<file path="config.mk">
export PLATFORM = sky130hd
export DESIGN_NAME = mem_port_arbiter
export DESIGN_NICKNAME = d
export VERILOG_FILES = /design/src/rtl/mem_port_arbiter.sv
export SDC_FILE = /design/constraint.sdc
export NUM_CORES = 1
export LEC_CHECK = 0
export CAP_MARGIN = 10
export CELL_PAD_IN_SITES_DETAIL_PLACEMENT = 2
export CELL_PAD_IN_SITES_GLOBAL_PLACEMENT = 2
export CORE_MARGIN = 4
export CORE_UTILIZATION = 33
export DETAILED_ROUTE_END_ITERATION = 8
export DONT_BUFFER_PORTS = 1
export GPL_TIMING_DRIVEN = 0
export MAX_ROUTING_LAYER = met4
export PLACE_DENSITY = 0.73
export SLEW_MARGIN = 40
export SYNTH_ARGS = -nofsm -noshare
export SYNTH_HDL_FRONTEND = slang
export SYNTH_SLANG_ARGS = --single-unit
</file>
<file path="constraint.sdc">
create_clock -name Clk1 -period 3.2 [get_ports Clk1]
set_clock_uncertainty 0.15 [all_clocks]
set_input_delay 0.64 -clock Clk1 [delete_from_list [all_inputs] [get_ports Clk1]]
set_output_delay 0.64 -clock Clk1 [all_outputs]
set_load 0.01 [all_outputs]
</file>
<file path="src/rtl/mem_port_arbiter.sv">
//============================================================================
// Module      : mem_port_arbiter
// Description : Shares the single external memory port of the CVP14 core
//               between four requesters (fetch, vld, vst, sst). Grants one
//               owner at a time and locks the port for a 1-16 beat burst
//               with sequential word addresses.
// Options     : ARB_ROUND_ROBIN_EN - round-robin arbitration when defined,
//               fixed priority fetch > vld > vst > sst otherwise.
// Revision    : 1.0 - initial release
//============================================================================
`default_nettype none

module mem_port_arbiter #(
  parameter int AW = 16,
  parameter int DW = 16,
  parameter int LW = 5
) (
  input  logic            Clk1,
  input  logic            Reset,
  input  logic [3:0]      req,
  input  logic [3:0]      req_wr,
  input  logic [4*LW-1:0] req_len,
  input  logic [4*AW-1:0] req_addr,
  input  logic [4*DW-1:0] req_wdata,
  output logic [3:0]      gnt,
  output logic [3:0]      beat,
  output logic [3:0]      done,
  output logic            rvalid,
  output logic [DW-1:0]   rdata,
  output logic            busy,
  output logic [AW-1:0]   Addr,
  output logic            RD,
  output logic            WR,
  output logic [DW-1:0]   DataOut,
  input  logic [DW-1:0]   DataIn
);

  localparam logic [1:0]    ST_IDLE  = 2'd0;
  localparam logic [1:0]    ST_XFER  = 2'd1;
  localparam logic [1:0]    ST_RECOV = 2'd2;
  localparam logic [LW-1:0] C_ONE    = LW'(1);
  localparam logic [LW-1:0] C_MAXLEN = LW'(16);

  logic [1:0]    state_q, state_d;
  logic [3:0]    gnt_q, gnt_d;
  logic [3:0]    beat_q, beat_d;
  logic [3:0]    done_q, done_d;
  logic          rvalid_q, rvalid_d;
  logic [DW-1:0] rdata_q, rdata_d;
  logic          busy_q, busy_d;
  logic [AW-1:0] addr_q, addr_d;
  logic          rd_q, rd_d;
  logic          wr_q, wr_d;
  logic [DW-1:0] dout_q, dout_d;
  logic [AW-1:0] base_q, base_d;
  logic [LW-1:0] cnt_q, cnt_d;
  logic [LW-1:0] len_q, len_d;
  logic [1:0]    own_q, own_d;

  logic          win_vld_w;
  logic [1:0]    win_idx_w;
  logic [3:0]    win_oh_w;
  logic [LW-1:0] win_len_raw_w;
  logic [LW-1:0] win_len_w;
  logic [LW-1:0] cnt_inc_w;

`ifdef ARB_ROUND_ROBIN_EN
  logic [1:0] rr_ptr_q, rr_ptr_d;

  // Round-robin winner: nearest requester after the last grant; the last
  // granted requester itself has lowest priority.
  always_comb begin
    win_vld_w = 1'b0;
    win_idx_w = 2'd0;
    for (int j = 4; j >= 1; j--) begin
      if (req[rr_ptr_q + 2'(j)]) begin
        win_vld_w = 1'b1;
        win_idx_w = rr_ptr_q + 2'(j);
      end
    end
  end

  // Pointer follows every grant so the next search starts one past it.
  always_comb begin
    rr_ptr_d = rr_ptr_q;
    if (state_q == ST_IDLE && win_vld_w) begin
      rr_ptr_d = win_idx_w;
    end
  end

  // Pointer resets to sst so that fetch is first in line.
  always_ff @(posedge Clk1 or posedge Reset) begin
    if (Reset) begin
      rr_ptr_q <= 2'd3;
    end else begin
      rr_ptr_q <= rr_ptr_d;
    end
  end
`else
  // Fixed priority winner: lowest requester index wins.
  always_comb begin
    win_vld_w = 1'b0;
    win_idx_w = 2'd0;
    for (int i = 3; i >= 0; i--) begin
      if (req[i]) begin
        win_vld_w = 1'b1;
        win_idx_w = 2'(i);
      end
    end
  end
`endif

  // Winner decode and burst length clamp (0 means 1, above 16 means 16).
  always_comb begin
    win_oh_w      = 4'b0001 << win_idx_w;
    win_len_raw_w = req_len[win_idx_w*LW +: LW];
    if (win_len_raw_w == '0) begin
      win_len_w = C_ONE;
    end else if (win_len_raw_w > C_MAXLEN) begin
      win_len_w = C_MAXLEN;
    end else begin
      win_len_w = win_len_raw_w;
    end
    cnt_inc_w = cnt_q + C_ONE;
  end

  // Burst sequencer: grant in IDLE, one beat per cycle in XFER, one
  // turnaround cycle in RECOV. Every output is computed here and registered.
  always_comb begin
    state_d  = state_q;
    gnt_d    = gnt_q;
    beat_d   = beat_q;
    done_d   = done_q;
    rvalid_d = 1'b0;
    rdata_d  = rdata_q;
    addr_d   = addr_q;
    rd_d     = rd_q;
    wr_d     = wr_q;
    dout_d   = dout_q;
    base_d   = base_q;
    cnt_d    = cnt_q;
    len_d    = len_q;
    own_d    = own_q;
    case (state_q)
      ST_IDLE: begin
        if (win_vld_w) begin
          state_d = ST_XFER;
          gnt_d   = win_oh_w;
          beat_d  = win_oh_w;
          done_d  = (win_len_w == C_ONE) ? win_oh_w : 4'b0000;
          addr_d  = req_addr[win_idx_w*AW +: AW];
          base_d  = req_addr[win_idx_w*AW +: AW];
          rd_d    = ~req_wr[win_idx_w];
          wr_d    = req_wr[win_idx_w];
          dout_d  = req_wdata[win_idx_w*DW +: DW];
          cnt_d   = '0;
          len_d   = win_len_w;
          own_d   = win_idx_w;
        end
      end
      ST_XFER: begin
        // Read data is captured on the edge that ends each read beat.
        rvalid_d = rd_q;
        if (rd_q) begin
          rdata_d = DataIn;
        end
        if (cnt_q < len_q - C_ONE) begin
          cnt_d  = cnt_inc_w;
          addr_d = base_q + AW'(cnt_inc_w);
          dout_d = req_wdata[own_q*DW +: DW];
          done_d = (cnt_inc_w == len_q - C_ONE) ? gnt_q : 4'b0000;
        end else begin
          state_d = ST_RECOV;
          gnt_d   = 4'b0000;
          beat_d  = 4'b0000;
          done_d  = 4'b0000;
          rd_d    = 1'b0;
          wr_d    = 1'b0;
        end
      end
      ST_RECOV: begin
        state_d = ST_IDLE;
      end
      default: begin
        state_d = ST_IDLE;
        gnt_d   = 4'b0000;
        beat_d  = 4'b0000;
        done_d  = 4'b0000;
        rd_d    = 1'b0;
        wr_d    = 1'b0;
      end
    endcase
    busy_d = (state_d != ST_IDLE);
  end

  // State and output registers; reset abandons any burst in progress.
  always_ff @(posedge Clk1 or posedge Reset) begin
    if (Reset) begin
      state_q  <= ST_IDLE;
      gnt_q    <= '0;
      beat_q   <= '0;
      done_q   <= '0;
      rvalid_q <= 1'b0;
      rdata_q  <= '0;
      busy_q   <= 1'b0;
      addr_q   <= '0;
      rd_q     <= 1'b0;
      wr_q     <= 1'b0;
      dout_q   <= '0;
      base_q   <= '0;
      cnt_q    <= '0;
      len_q    <= '0;
      own_q    <= '0;
    end else begin
      state_q  <= state_d;
      gnt_q    <= gnt_d;
      beat_q   <= beat_d;
      done_q   <= done_d;
      rvalid_q <= rvalid_d;
      rdata_q  <= rdata_d;
      busy_q   <= busy_d;
      addr_q   <= addr_d;
      rd_q     <= rd_d;
      wr_q     <= wr_d;
      dout_q   <= dout_d;
      base_q   <= base_d;
      cnt_q    <= cnt_d;
      len_q    <= len_d;
      own_q    <= own_d;
    end
  end

  assign gnt     = gnt_q;
  assign beat    = beat_q;
  assign done    = done_q;
  assign rvalid  = rvalid_q;
  assign rdata   = rdata_q;
  assign busy    = busy_q;
  assign Addr    = addr_q;
  assign RD      = rd_q;
  assign WR      = wr_q;
  assign DataOut = dout_q;

endmodule

`default_nettype wire

</file>
==> impl_metrics.tcl, run 1 <==
set metrics [dict create \
    run_status "finished, final reports clean" \
    syn_to_final_growth_pct 11.9 \
    postSynth.topFlopCell "dfrtp_1" \
    grt_pass1_wl_um 30500 \
    grt_max_degree 76 \
    vdd_drop_max_v 0.000455 \
    tritoncts.num_buffers 9 \
    cts_root_buf "clkbuf_16" \
    synth_sequential_area_ratio_pct 41.1 \
    die_h_um 137 \
    design.die.area_um2 18700 \
    worst-setup-path-type "flop to flop" \
    htree_num_levels 3 \
    floorplan.core_area_um2 16100 \
    drt_total_wl_um 20600 \
    tritoncts_clock_tree "yes" \
    finalCriticalPeriod_ps 2990 \
    global_route.overflow_total 0 \
    worstPathRequired_ps 3290 \
    fin_crit_sh_pct 93.4 \
    fmaxAchievable_mhz 335 \
    drt_iter0_markers 208 \
    dr_wl_met2_um 10600 \
    nNetsFinal 755 \
    totalNegativeSetupSlack_ps 0 \
    timing_max_transition_violations_final 0 \
    hold_slack_ps 287 \
    cpMaxStageDelayCell "dfrtp_1" \
    grt_antenna_before_repair 1 \
    worst_pin_slew_ps 754 \
    setup_viol 0 \
    drv.max_cap_violation_count 0 \
    worstHoldPathType "input port to flop" \
    pin_count 238 \
    timing.critical_path.arrival_ps 3080 \
    die-width_um 137 \
    netlist_area_um2 5480 \
    clk_sink_count 90 \
    grt_pass1_vias 5352 \
    final_layout_size_suffix_gt1_share_pct 17.5 \
    routed_via_density 5.89 \
    netlist-cell-type-count 66 \
    placementRows 46 \
    path_common_cell "ha_1" \
    avgSynthCellArea_um2 9.91 \
    start_kind "flop" \
    wl_met1_um 8080 \
    timing.critical_path.fanout_max 6 \
    maxSlewHeadroom_pct 49.5 \
    cts_max_path_buffers 2 \
    max_stage_delay_ps 440 \
    maxUsedRoutingLayer "met4" \
    async_flop_share_pct 100 \
    layout.cells.non_filler 789 \
    clk_latency_ps 350 \
    placed_area_um2 5780 \
    drt.antenna.violating_nets 0 \
    synth-edff-count 0 \
    final-hold-violation-count 0 \
    dp.cells 770 \
    critical_path.cell_chain "ha_1, xor2_1, ha_1, a211oi_1, o21bai_2, buf_4, a311o_1, a32o_1" \
    clock_pin_slew_on_the_worst_setup_and_hold_paths_ps 70 \
    finalCoreUtilization_pct 38.2 \
    drt_pre_antenna_iters 5 \
    buffer_ports.inserted 0 \
    synth.yosys.warnings 0 \
    synth_seq_cells 90 \
    cellLeakagePower_nw 2.70 \
    layout.cell_area.non_filler_um2 6130 \
    detail_route.drc_violations 0 \
    effective_utilization_at_floorplan_pct 34.1 \
    wl_per_cell_um 26.1 \
    grt_setup_unrepaired "true" \
    gp_routability_congestion 0.862 \
    synthCells 553 \
    post_synth_net_total 740 \
    met3_length_um 1710 \
    cellPowerDensity_nw_per_um2 1180 \
    route.vias.total 4649 \
    globalRouteTotalUtil_pct 22.0 \
    hpwlAfterDp_um 16100 \
    critPathCaptureType "flop" \
]
## cell type report
class | count | area, um2
clock inverter | 6 | 91.3
buffer | 41 | 256
fill | 1721 | 9930
tap | 216 | 270
clock buffer | 9 | 225
multi-input combinational | 404 | 2910
antenna | 1 | 2.50
timing repair buffer | 4 | 52.6
inverter | 18 | 75.1
sequential | 90 | 2250
## per-stage QoR
step           worst slack (ps)  total power [W]
6_report                    212          0.00727
5_1_grt                   -25.4          0.00785
4_1_cts                     124          0.00733
3_5_place_dp              -28.5          0.00612
3_3_place_gp              -1070          0.00588
2_1_floorplan              74.7          0.00495
## critical path: cells and delay by family (launching register included)
kind            cells  cell delay [ps]
fa+ha+maj           2              620
flops               1              440
xor+xnor            1              270
buf+inv             1              190
compound gates      4             1210
## timing repair
action | 4_1_cts | 5_1_grt
setup buffers | 0 | 2
pin swaps | 0 | 2
hold endpoints to repair | 15 | 0
gates resized for setup | 1 | 1
setup endpoints to repair | 1 | 19
hold buffers | 1 | 0
## cells in the final DEF, fill, tap and decap left out, types with 7 or more instances in the layout
cell,n
a21o_1,15
clkbuf_1,12
and3_1,8
mux2i_1,33
buf_2,13
a222oi_1,15
buf_6,7
nor2_1,35
inv_1,16
a31oi_1,18
o21ai_1,14
buf_4,11
dfrtp_1,90
clkbuf_16,9
ha_1,12
nand3_1,11
mux2_2,35
a21oi_1,18
o21ai_0,22
nand2_1,57
o31ai_1,7
## routing by layer
metal / up-vias / track usage (%)
met3: 15 / 6.95
met5: - / -
met1: 2355 / 24.3
met2: 188 / 39.5
met4: 0 / 4.10
li1: 2091 / -
## cells in the mapped netlist (all sizes together), types with 6 or more instances
master	instances	area (um2)
a21o	15	113
a21oi	18	90.1
a222oi	15	150
a22o	6	52.6
a31oi	19	125
and3	8	50.1
buf	29	211
clkbuf	12	45.0
dfrtp	90	2250
ha	12	150
inv	18	67.6
mux2	35	394
mux2i	33	330
nand2	57	214
nand3	11	55.1
nor2	36	138
nor2b	6	45.0
o21ai	38	198
o31ai	7	52.6
xor2	6	52.6
## flip-flops by register name, indices dropped and copies added (netlist names), 2 cells and up
signal and cells:
cnt_q 5, own_q 2, len_q 5, Addr 16
DataOut 16, beat 4, state_q 2, rdata 16
base_q 16, done 4
## path summary, 6_finish.rpt
path	from	to	slack (ps)	depth (start not counted)
min reg2reg	own_q[0]	own_q[0]	360	2
max reg2reg	cnt_q[0]	Addr[14]	210	8
max in group asynchronous	Reset	rdata[7]	1720	3
min	DataIn[5]	rdata[5]	290	1
max	cnt_q[0]	Addr[14]	210	8
min in group asynchronous	Reset	Addr[6]	570	2
## report_power, final
part           switching, W  internal, W  total, W
Combinational       0.00216      0.00159   0.00376
Clock              0.000478     0.000683   0.00116
Sequential         0.000645      0.00170   0.00235
## kinds of logic (layout without fill, tap and decap cells)
group	Yosys count	after routing	synth area share, %
DFF	90	90	41.1
muxes	69	69	13.6
and+or+nand+nor	151	151	13.7
adders and majority gates	13	13	3.11
AOI/OAI and AO/OA	160	160	20.8
other	0	1	0
buffers and inverters	59	78	5.91
xor gates and xnor gates	11	11	1.76
Power figures use the tool's default switching activity.
==> run 2, diff against run 1 <==
- BUFFER_PORTS_ARGS: default -> -buffer_cell sky130_fd_sc_hd__buf_4
- CORE_UTILIZATION: 33 -> 25
- DONT_BUFFER_PORTS: 1 -> default
- PLACE_DENSITY: 0.73 -> 0.74
==> run 2 against run 1 <==
  * Global-route usage fell by 2.4 points
  * Critical endpoint is now RD
  * Cell area rose by 30%
  * First-iteration DRC count rose by 44%
  * Largest cell class unchanged
  * Clock power barely moved
  * Count of clock-buffer cells in the layout rose by 1
  * Core utilization fell by 0.69 points
  * Worst hold slack got worse by 160 ps
  * Sequential power fell by 10%
  * Via count rose by 18%
  * Flip-flop and latch count did not move
==> impl_metrics.tcl, run 2 (synthesized netlist as in run 1, its figures left out) <==
set metrics [dict create \
    run_status "finished, final reports clean" \
    grt_antenna_before_repair 0 \
    drt_total_wl_um 23800 \
    timing.critical_path.arrival_ps 3100 \
    final-hold-violation-count 0 \
    gp_routability_congestion 0.966 \
    critPathTopFamily "compound AO/OA/AOI/OAI gates" \
    cellLeakagePower_nw 3.84 \
    grt_pass1_vias 6277 \
    critical_path.cell_chain "inv_1, ha_1, nor3b_1, xnor2_1, ha_1, a21oi_1, nand3_1, o21ai_1, mux2_2" \
    dp.cells 1066 \
    path_common_cell "ha_1" \
    buffer_ports.inserted 237 \
    floorplan.core_area_um2 21300 \
    worst_pin_slew_ps 719 \
    globalRouteTotalUtil_pct 19.7 \
    placementRows 53 \
    die-width_um 156 \
    wl_per_cell_um 22.0 \
    worstHoldPathType "input port to asynchronous set/reset pin" \
    grt_setup_unrepaired "false" \
    worstPathRequired_ps 3270 \
    vdd_drop_max_v 0.000318 \
    effective_utilization_at_floorplan_pct 25.7 \
    critPathCaptureType "flop" \
    nNetsFinal 989 \
    timing.final.ws_setup_ps 175 \
    maxSlewHeadroom_pct 51.8 \
    detail_route.drc_violations 0 \
    global_route.overflow_total 0 \
    cts_setup_buffers 0 \
    final_cell_mix "246 x buf_4, 90 x dfrtp_1, 57 x nand2_1" \
    drt_iter0_markers 299 \
    clock_pin_slew_on_the_worst_setup_and_hold_paths_ps 70 \
    hpwlAfterDp_um 19200 \
    setup_viol 0 \
    route.vias.total 5499 \
    design.die.area_um2 24300 \
    tritoncts.num_buffers 9 \
    syn_to_final_growth_pct 45.7 \
    drt_pre_antenna_iters 6 \
    cts_root_buf "clkbuf_16" \
    die_h_um 156 \
    rrSetupSlack_ps 170 \
    clk_latency_ps 340 \
    total_power_w 0.00803 \
    cts_max_path_buffers 2 \
    layout.cells.non_filler 1082 \
    grt_pass1_wl_um 36300 \
    grt_max_degree 56 \
    preCtsSetupSlack_ps -30.0 \
    drt.antenna.violating_nets 0 \
    fmaxAchievable_mhz 331 \
    fin_crit_sh_pct 94.5 \
    finalCriticalPeriod_ps 3030 \
    totalNegativeSetupSlack_ps 0 \
    cellPowerDensity_nw_per_um2 1010 \
    r2r.worst_path.cells 9 \
    final_common_cell "buf_4" \
    timing.critical_path.fanout_max 6 \
    final_layout_size_suffix_gt1_share_pct 41.9 \
    timing_max_transition_violations_final 0 \
    reg2reg_to "RD" \
    crit-reg2reg-launch "len_q[0]" \
    max_stage_delay_ps 440 \
    pin_count 238 \
    drv.max_cap_violation_count 0 \
    tritoncts_clock_tree "yes" \
    clk_sink_count 90 \
    htree_num_levels 3 \
    worst-setup-path-type "flop to flop" \
    cpMaxStageDelayCell "o21ai_1" \
    routed_via_density 5.08 \
    start_kind "flop" \
    number_of_antenna_repair_diodes 0 \
    cp.buffers_inverters 1 \
]
==> run 2: final cells by class <==
| type | instances | area [um2] |
|---|---|---|
| Multi-Input combinational cell | 404 | 2930 |
| Timing Repair Buffer | 238 | 1810 |
| Sequential cell | 90 | 2250 |
| Fill cell | 2315 | 13300 |
| Inverter | 18 | 72.6 |
| Clock inverter | 6 | 90.1 |
| Clock buffer | 10 | 229 |
| Tap cell | 275 | 344 |
| Buffer | 41 | 256 |
==> run 2: timing repair <==
item | CTS | global route
hold buffers | 0 | 0
endpoints found under the setup margin | 4 | 5
resized for setup | 2 | 4
==> run 2: through the flow <==
| stage | hold slack (ps) | cell area, um2 | util, % |
|---|---|---|---|
| 3_5_place_dp | 326 | 7630 | 35.9 |
| 2_1_floorplan | 300 | 5480 | - |
| 3_3_place_gp | 312 | 7600 | 35.7 |
| 4_1_cts | 132 | 7960 | 37.4 |
| 5_1_grt | 143 | 7980 | 37.5 |
| 6_report | 126 | 7980 | 37.5 |
==> run 2: layer usage <==
| metal | track usage [%] | part of all wire, % | up-vias |
|---|---|---|---|
| met5 | - | 0 | - |
| met4 | 5.38 | 1.7 | 0 |
| met3 | 3.19 | 5.1 | 24 |
| met2 | 35.3 | 53 | 173 |
| met1 | 22.7 | 40 | 2756 |
| li1 | - | - | 2546 |
==> run 2: worst reg2reg max path: stages (launching register included) <==
cell	delay [ps]
dfrtp_1	370
inv_1	110
ha_1	190
nor3b_1	240
xnor2_1	190
ha_1	290
a21oi_1	300
nand3_1	200
o21ai_1	440
mux2_2	420
==> run 2: power breakdown <==
group	switching, W	internal (W)	leakage [nW]
Sequential	0.000405	0.00170	1.09
Clock	0.000474	0.000688	0.153
Combinational	0.00262	0.00214	2.60
==> run 2: worst max path at each step <==
stage                  start       end  slack (ps)  cells after the start
floorplan              Reset   Addr[0]          70                      1
global placement       Reset   Addr[3]       -1150                      2
detailed placement  cnt_q[0]  Addr[12]         -30                     10
CTS                 cnt_q[0]  Addr[12]         110                      8
global route        len_q[0]        RD          10                      9
finish              len_q[0]        RD         170                      9
